## src/rtl/alu_bist_if.sv

```systemverilog
// ALU opcode package and the ALU connection interface.
//
// alu_pkg::aluop_t : ALU opcodes in declaration order. The BIST engine steps
//                    through them in exactly this order.
// alu_if           : bundle between an initiator and the ALU.
//   modport tb  : drives aluop, a, b; receives out, negative, overflow, zero
//   modport alu : the reverse view, for the ALU itself
package alu_pkg;
    typedef enum logic [3:0] {
        ALU_SLL,
        ALU_SRL,
        ALU_ADD,
        ALU_SUB,
        ALU_AND,
        ALU_OR,
        ALU_XOR,
        ALU_NOR,
        ALU_SLT,
        ALU_SLTU
    } aluop_t;
endpackage

interface alu_if;
    import alu_pkg::*;

    aluop_t      aluop;
    logic [31:0] a;
    logic [31:0] b;
    logic [31:0] out;
    logic        negative;
    logic        overflow;
    logic        zero;

    modport tb  (output aluop, a, b, input out, negative, overflow, zero);
    modport alu (input aluop, a, b, output out, negative, overflow, zero);
endinterface

```

## src/rtl/alu_bist.sv

```systemverilog
// Built-in self-test engine for the ALU.
//
// Drives pseudo-random operands from two Galois LFSRs and a cycling opcode
// into the ALU, and folds every result plus its flags into a 32-bit MISR.
//
// Ports:
//   CLK        in   single clock, rising edge
//   nRST       in   asynchronous active-low reset
//   start      in   request a run; honoured in IDLE or DONE
//   abort      in   cancel the run; honoured in RUN, beats start
//   npatterns  in   16-bit vector count, latched on an accepted start
//   busy       out  high exactly while in RUN
//   done       out  high while in DONE
//   signature  out  current MISR value
//   fsm_state  out  raw FSM state (IDLE=0, RUN=1, DONE=2) for observation
//   aluif      tb   ALU connection: drives aluop/a/b, samples out and flags
//
// Handshake: start and abort are single-cycle level requests sampled on the
// rising edge; there is no ready signal, a request that arrives in a state
// that does not sample it is simply dropped.
module alu_bist
    import alu_pkg::*;
#(
    parameter logic [31:0] SEED_A    = 32'hACE1_2468,
    parameter logic [31:0] SEED_B    = 32'h1357_9BDF,
    parameter logic [31:0] MISR_INIT = 32'hFFFF_FFFF
) (
    input  logic        CLK,
    input  logic        nRST,
    input  logic        start,
    input  logic        abort,
    input  logic [15:0] npatterns,
    output logic        busy,
    output logic        done,
    output logic [31:0] signature,
    output logic [1:0]  fsm_state,
    alu_if.tb           aluif
);

    // Feedback taps of x^32+x^22+x^2+x+1, shared by the LFSRs and the MISR.
    localparam logic [31:0] POLY = 32'h0040_0007;

    typedef enum logic [1:0] {
        IDLE = 2'd0,
        RUN  = 2'd1,
        DONE = 2'd2
    } state_t;

    state_t      state;
    state_t      state_next;
    logic [31:0] a_q;
    logic [31:0] b_q;
    aluop_t      op_q;
    logic [31:0] misr;
    logic [15:0] cnt;
    logic [15:0] n_q;
    logic        last_vec;
    logic [31:0] misr_next;

    function automatic logic [31:0] lfsr_step(input logic [31:0] r);
        return {r[30:0], 1'b0} ^ (r[31] ? POLY : 32'h0);
    endfunction

    function automatic aluop_t op_step(input aluop_t op);
        if (op == ALU_SLTU) begin
            return ALU_SLL;
        end
        return aluop_t'(op + 4'd1);
    endfunction

    // n_q is never zero while in RUN, so N-1 does not wrap here.
    assign last_vec = (cnt == (n_q - 16'd1));

    assign misr_next = {misr[30:0], 1'b0} ^ (misr[31] ? POLY : 32'h0)
                     ^ aluif.out
                     ^ {29'b0, aluif.negative, aluif.overflow, aluif.zero};

    // State register.
    always_ff @(posedge CLK or negedge nRST) begin
        if (!nRST) begin
            state <= IDLE;
        end else begin
            state <= state_next;
        end
    end

    // Next-state logic.
    always_comb begin
        state_next = state;
        case (state)
            IDLE, DONE: begin
                if (start) begin
                    state_next = (npatterns == 16'd0) ? DONE : RUN;
                end
            end
            RUN: begin
                if (abort) begin
                    state_next = IDLE;
                end else if (last_vec) begin
                    state_next = DONE;
                end
            end
            default: state_next = IDLE;
        endcase
    end

    // Datapath: vector generators, counters and signature.
    always_ff @(posedge CLK or negedge nRST) begin
        if (!nRST) begin
            a_q  <= 32'h0;
            b_q  <= 32'h0;
            op_q <= ALU_SLL;
            misr <= MISR_INIT;
            cnt  <= 16'd0;
            n_q  <= 16'd0;
        end else begin
            case (state)
                IDLE, DONE: begin
                    if (start) begin
                        a_q  <= SEED_A;
                        b_q  <= SEED_B;
                        op_q <= ALU_SLL;
                        misr <= MISR_INIT;
                        cnt  <= 16'd0;
                        n_q  <= npatterns;
                    end
                end
                RUN: begin
                    if (abort) begin
                        // Abort discards the vector on the bus: the signature
                        // keeps only the vectors already absorbed.
                        a_q  <= 32'h0;
                        b_q  <= 32'h0;
                        op_q <= ALU_SLL;
                    end else begin
                        misr <= misr_next;
                        if (last_vec) begin
                            a_q  <= 32'h0;
                            b_q  <= 32'h0;
                            op_q <= ALU_SLL;
                        end else begin
                            cnt  <= cnt + 16'd1;
                            a_q  <= lfsr_step(a_q);
                            b_q  <= lfsr_step(b_q);
                            op_q <= op_step(op_q);
                        end
                    end
                end
                default: begin
                    a_q  <= 32'h0;
                    b_q  <= 32'h0;
                    op_q <= ALU_SLL;
                end
            endcase
        end
    end

    assign aluif.a     = a_q;
    assign aluif.b     = b_q;
    assign aluif.aluop = op_q;

    assign busy      = (state == RUN);
    assign done      = (state == DONE);
    assign signature = misr;
    assign fsm_state = state;

endmodule

```

## src/flat_wrapper.sv

```systemverilog
// flat-port wrapper written by rule: the top's interface ports become plain ports
module alu_bist_flat import alu_pkg::*;
#(
    parameter logic [31:0] SEED_A    = 32'hACE1_2468,
    parameter logic [31:0] SEED_B    = 32'h1357_9BDF,
    parameter logic [31:0] MISR_INIT = 32'hFFFF_FFFF
)
  (CLK, nRST, start, abort, npatterns, busy, done, signature, fsm_state, aluif_aluop, aluif_a, aluif_b, aluif_out, aluif_negative, aluif_overflow, aluif_zero);
  alu_if aluif_i ();
  input  logic CLK;
  input  logic nRST;
  input  logic start;
  input  logic abort;
  input  logic [15:0] npatterns;
  output logic busy;
  output logic done;
  output logic [31:0] signature;
  output logic [1:0] fsm_state;
  output wire logic [$bits(aluif_i.aluop)-1:0] aluif_aluop;
  output wire logic [$bits(aluif_i.a)-1:0] aluif_a;
  output wire logic [$bits(aluif_i.b)-1:0] aluif_b;
  input wire logic [$bits(aluif_i.out)-1:0] aluif_out;
  input wire logic [$bits(aluif_i.negative)-1:0] aluif_negative;
  input wire logic [$bits(aluif_i.overflow)-1:0] aluif_overflow;
  input wire logic [$bits(aluif_i.zero)-1:0] aluif_zero;
  assign aluif_aluop = aluif_i.aluop;
  assign aluif_a = aluif_i.a;
  assign aluif_b = aluif_i.b;
  assign aluif_i.out = aluif_out;
  assign aluif_i.negative = aluif_negative;
  assign aluif_i.overflow = aluif_overflow;
  assign aluif_i.zero = aluif_zero;
  alu_bist #(.SEED_A(SEED_A), .SEED_B(SEED_B), .MISR_INIT(MISR_INIT)) u_core (.CLK(CLK), .nRST(nRST), .start(start), .abort(abort), .npatterns(npatterns), .busy(busy), .done(done), .signature(signature), .fsm_state(fsm_state), .aluif(aluif_i));
endmodule
```

## config.mk

```make
export PLATFORM = sky130hd
export DESIGN_NAME = alu_bist_flat
export DESIGN_NICKNAME = d
export VERILOG_FILES = /design/src/rtl/alu_bist_if.sv /design/src/rtl/alu_bist.sv /design/src/flat_wrapper.sv
export SDC_FILE = /design/constraint.sdc
export NUM_CORES = 1
export LEC_CHECK = 0
export ABC_AREA = 1
export BUFFER_PORTS_ARGS = -buffer_cell sky130_fd_sc_hd__buf_2
export CAP_MARGIN = 20
export CORE_UTILIZATION = 50
export DETAILED_ROUTE_END_ITERATION = 12
export PLACE_DENSITY_LB_ADDON = 0.25
export SYNTH_ARGS = -nofsm -noshare
export SYNTH_HDL_FRONTEND = slang
export SYNTH_SLANG_ARGS = --single-unit
```

## constraint.sdc

```tcl
create_clock -name CLK -period 2.6 [get_ports CLK]
set_input_delay 0.52 -clock CLK [delete_from_list [all_inputs] [get_ports CLK]]
set_output_delay 0.52 -clock CLK [all_outputs]
set_load 0.02 [all_outputs]
```

### Word-level counts from Yosys, hierarchy flattened

Cells that the tools add are included.

* register bits: 134
* bits of input ports: 55
* logic and storage cells: 64

* add/subtract/negate cells: 3
* eq/ne operators: 8
* multiplexer cells: 33
* bitwise logic cells: 5
* reductions and logical operators: 8

Operator list (number)
* $mux W32: 8
* $pmux W32 S2: 3
* $xor A32 B32 Y32: 4
* $mux W23: 3
* $mux W16: 3
* $pmux W16 S2: 1
* $xor A32 B3 Y32: 1
* $mux W4: 5
* $add A16 B1 Y16 const B: 1
* $eq A16 B16 Y1: 1
* $logic_not A16 Y1: 1
* $sub A16 B1 Y16 const B: 1
* $mux W2: 4
* $pmux W4 S2: 1
* $ne A2 B2 Y1 const B: 3
* $add A4 B1 Y4 const B: 1
* $eq A4 B4 Y1 const B: 1
* $mux W1: 4
* $pmux W2 S2: 1
* $reduce_and A2 Y1: 2
* $reduce_and A4 Y1: 1
* $ne A3 B2 Y1 const B: 1
* $reduce_and A3 Y1: 1
* $eq A2 B1 Y1 const B: 1
* 4 further kinds: 4

### Longest topological paths before layout

* word-level depth: 9
* gate-level depth with buffers: 15

### Least setup slack after synthesis

No wires, ideal clock.

* path type: register to register
* start: register u_core.n_q[0]
* end: register u_core.a_q[28] (netlist: u_core.aluif.a[28])
* setup time: 0.141 ns
* data arrival time: 1.788 ns
* required time: 2.459 ns
* slack: 0.672 ns
* cell stages (with the launch flop): 13
* buffers on the path: 1
* clock period less this slack: 1.928 ns
* cells stage by stage: dfrtp_1 > inv_2 > ha_1 > nand2_2 > nor2_4 > nand2_1 > nand2_1 > nand4_1 > nor2_2 > nand3_4 > nand2_4 > buf_6 > o22ai_2

* cells in the longest elaborated chain, start to end: 5

RTL lines
* from (decl): line alu_bist.sv:56 `logic [15:0] n_q;`
* from (signal assigned): line alu_bist.sv:125 `n_q <= npatterns;`
* $sub A16 B1 Y16: line alu_bist.sv:72 `assign last_vec = (cnt == (n_q - 16'd1));`
* $eq A16 B16 Y1: line alu_bist.sv:72
* $mux W32: line alu_bist.sv:137 `if (last_vec) begin`
* $mux W32: line alu_bist.sv:129 `if (abort) begin`
* $pmux W32 S2: line alu_bist.sv:117 `case (state)`
* to (signal assigned): line alu_bist.sv:143 `a_q <= lfsr_step(a_q);`
* to (decl): line alu_bist.sv:51 `logic [31:0] a_q;`

Every way passes these cells.
A chain may end at the register's enable or synchronous reset.

### Worst setup path in the final report

* start: register u_core.n_q[0]
* end: register u_core.state[1] (netlist: u_core.fsm_state[1])

* cells in the longest elaborated chain, start to end: 4

RTL lines
* $sub A16 B1 Y16: line alu_bist.sv:72
* $eq A16 B16 Y1: line alu_bist.sv:72
* $ne A3 B2 Y1 (no line)
* $reduce_and A2 Y1 (no line)
* to (signal assigned): line alu_bist.sv:83 `state <= state_next;`
* to (decl): line alu_bist.sv:49 `state_t state;`

Every way passes these cells.

==> impl_metrics.py <==
metrics = {
    "grt": {
        "grt_max_degree": 58,
        "grt_pass1_wl_mm": 28.3,
        "groute.usage.overall": 0.250,
        "grt_pass1_vias": 5636,
        "overflow": 0,
        "antenna_found_initial": 1,
    },
    "clock_network": {
        "numCtsBuffers": 17,
        "clock_latency_ps": 420,
        "cts_hold_buf": 0,
        "clk_pin_slew_ps": 60,
        "cts_sinks": 134,
        "clk_path_buf_depth": 2,
        "cts_root_buffer": "clkbuf_16",
        "cts_resized": 0,
        "cts_max_level": 4,
        "post_cts_buffers": 0,
        "cts_tree": "yes",
    },
    "worst_hold_path": {
        "holdCritPathClass": "in2async",
    },
    "routing": {
        "ant_nets": 0,
        "vias": 5784,
        "wl_mm": 16.6,
        "drc_errors": 0,
        "routed_via_density": 5.06,
        "dr.pass1.iters": 4,
        "wire_per_inst_um": 14.6,
        "first_iter_violations": 283,
    },
    "die": {
        "fp.dieW_um": 120,
        "fp-row-count": 42,
        "fp.dieH_um": 120,
        "start_util": 0.522,
        "num_io_pins": 159,
        "dieArea_sq_mm": 0.0145,
        "coreArea_sq_mm": 0.0135,
    },
    "synth": {
        "synth-main-ff-cell": "dfrtp_1",
        "syn_nets": 855,
        "synthCells": 796,
        "ys.warnings.count": 0,
        "synth-edff-count": 0,
        "ys_types": 39,
        "synth-seq-area-share": 0.484,
        "syn_area_per_cell_sq_um": 8.82,
        "ys_seq_elements": 134,
        "synthArstFlopShare": 1.00,
        "syn-cell-area_sq_mm": 0.00702,
    },
    "placement": {
        "dpl_worst_slack_ps": 128,
        "port_buffers": 158,
        "place.gp.congestion": 0.848,
        "dp_hpwl_mm": 11.7,
    },
    "layout": {
        "fin_nets": 1012,
        "antenna_cells": 0,
        "drive_gt1_frac": 0.344,
        "final_util": 0.639,
        "syn_to_final_growth_pct": 22.4,
    },
    "timing": {
        "fin_hold_ws_ps": 70.3,
        "fin_ws_ps": 306,
        "setup_viol": 0,
        "fin_crit_sh": 0.882,
        "period_needed_ps": 2290,
        "fin_skew_ps": 6.71,
        "rsz0062_at_grt": "false",
        "relSlewSlack": 0.630,
        "hold_violations": 0,
        "drv_slew": 0,
        "setup_tns_ps": 0,
        "fmax_mhz": 436,
        "tightest_slew_ps": 555,
    },
    "worst_setup_path": {
        "cp-start-kind": "flop",
        "worst_setup_path_end_kind": "flop",
        "cp.required_ps": 2950,
        "critPathArrivalTime_ps": 2640,
        "cp_max_fo": 33,
        "path_class": "reg2reg",
    },
    "pwr": {
        "p_total_mw": 8.06,
        "p_leak_nw": 4.02,
        "power_density_mw_per_mm2": 938,
        "peakVddDrop_mv": 0.550,
    },
    "job": {
        "drv_cap": 0,
    },
    "status": {
        "status": "finished, final reports clean",
    },
}
-- per-layer routing --
layer,vias to the layer above,track usage,share of wire
li1,2901,-,-
met1,2693,0.341,0.47
met2,148,0.373,0.44
met3,40,0.0627,0.053
met4,2,0.117,0.031
met5,-,0,0.00096
-- Yosys cell counts (14+ instances only) --
master | count | share of area
dfrtp_1 | 102 | 0.36
inv_1 | 65 | 0.035
or2_2 | 21 | 0.019
o21ai_1 | 16 | 0.011
xor2_1 | 22 | 0.027
nand2_1 | 196 | 0.10
nand3_1 | 35 | 0.025
xnor2_1 | 37 | 0.046
nor2_1 | 46 | 0.025
o21ai_0 | 43 | 0.031
clkbuf_1 | 26 | 0.014
o21ai_2 | 40 | 0.050
dfstp_2 | 32 | 0.12
o22ai_2 | 14 | 0.025
-- cell type report --
type                       instances  area, sq um
tap                              176          220
clock buffer                      29          532
fill                            1193         4860
multi-input combinational        551         3160
clock inverter                     3         40.0
sequential                       134         3390
inverter                          73          274
timing repair buffer             176          977
-- flip-flops by register name, indices dropped and copies added (netlist names) --
register            count
u_core.aluif.a         32
u_core.aluif.b         32
u_core.signature       32
u_core.cnt             16
u_core.n_q             16
u_core.aluif.aluop      4
u_core.fsm_state        2
-- critical path, stage by stage (launching register included) --
cell	delay, ps
dfrtp_1	390
inv_2	100
ha_2	230
nand2_2	100
nor2_4	190
nand2_1	80
nand2_1	60
nand4_1	120
nor2_2	200
nand3_4	130
nand2_8	140
buf_16	240
nand2_1	80
a21boi_1	120
-- cells in the final DEF (no fill, tap or decap), types with 2 or more instances in the layout --
master / count
a21oi_1: 10
a22oi_1: 6
a31oi_1: 9
a32oi_1: 4
buf_12: 2
buf_2: 157
buf_4: 15
clkbuf_1: 7
clkbuf_16: 18
clkbuf_8: 4
clkinv_1: 2
clkinv_2: 2
dfrtp_1: 102
dfstp_2: 32
ha_1: 3
inv_1: 64
inv_2: 7
nand2_1: 196
nand2_2: 3
nand3_1: 35
nand3b_1: 5
nand4_1: 8
nor2_1: 45
nor2_2: 4
nor2_4: 5
nor3_1: 7
nor4_1: 4
o21ai_0: 43
o21ai_1: 16
o21ai_2: 40
o22ai_1: 5
o22ai_2: 14
or2_2: 21
xnor2_1: 37
xor2_1: 22
-- logic make-up after synthesis --
| kind of cell | Yosys count | share of synthesized area |
|---|---|---|
| AND/OR/NAND/NOR | 339 | 0.217 |
| AO/OA/AOI/OAI | 148 | 0.149 |
| flip-flops | 134 | 0.484 |
| buffers and inverters | 111 | 0.0686 |
| XOR/XNOR | 59 | 0.0736 |
| adder cells (fa/ha/maj) | 4 | 0.00713 |
| multiplexers | 1 | 0.00143 |
-- power breakdown --
group / switching [mW] / internal [mW]
clock: 0.843 / 1.47
sequential: 0.436 / 2.66
combinational: 1.69 / 0.955
-- metrics by stage --
| step | area (sq um) | std cells |
|---|---|---|
| 2_1_floorplan | 7020 | 796 |
| 3_3_place_gp | 8000 | 1110 |
| 3_5_place_dp | 8000 | 1110 |
| 4_1_cts | 8570 | 1142 |
| 5_1_grt | 8590 | 1142 |
| 6_report | 8590 | 1142 |
-- path summary, 6_finish.rpt --
check                                          start                   end  slack (ps)  cells past startpoint
max in group asynchronous                       nRST  u_core.signature[16]        1870                      2
worst max register to register         u_core.n_q[0]   u_core.fsm_state[1]         310                     13
worst max-delay path                   u_core.n_q[0]   u_core.fsm_state[1]         310                     13
worst min register to register  u_core.signature[11]  u_core.signature[11]         500                      2
worst min-delay path                            nRST     u_core.aluif.b[3]          70                      1
min in group CLK                        npatterns[9]         u_core.n_q[9]         320                      3
(Power assumes the default switching activity.)
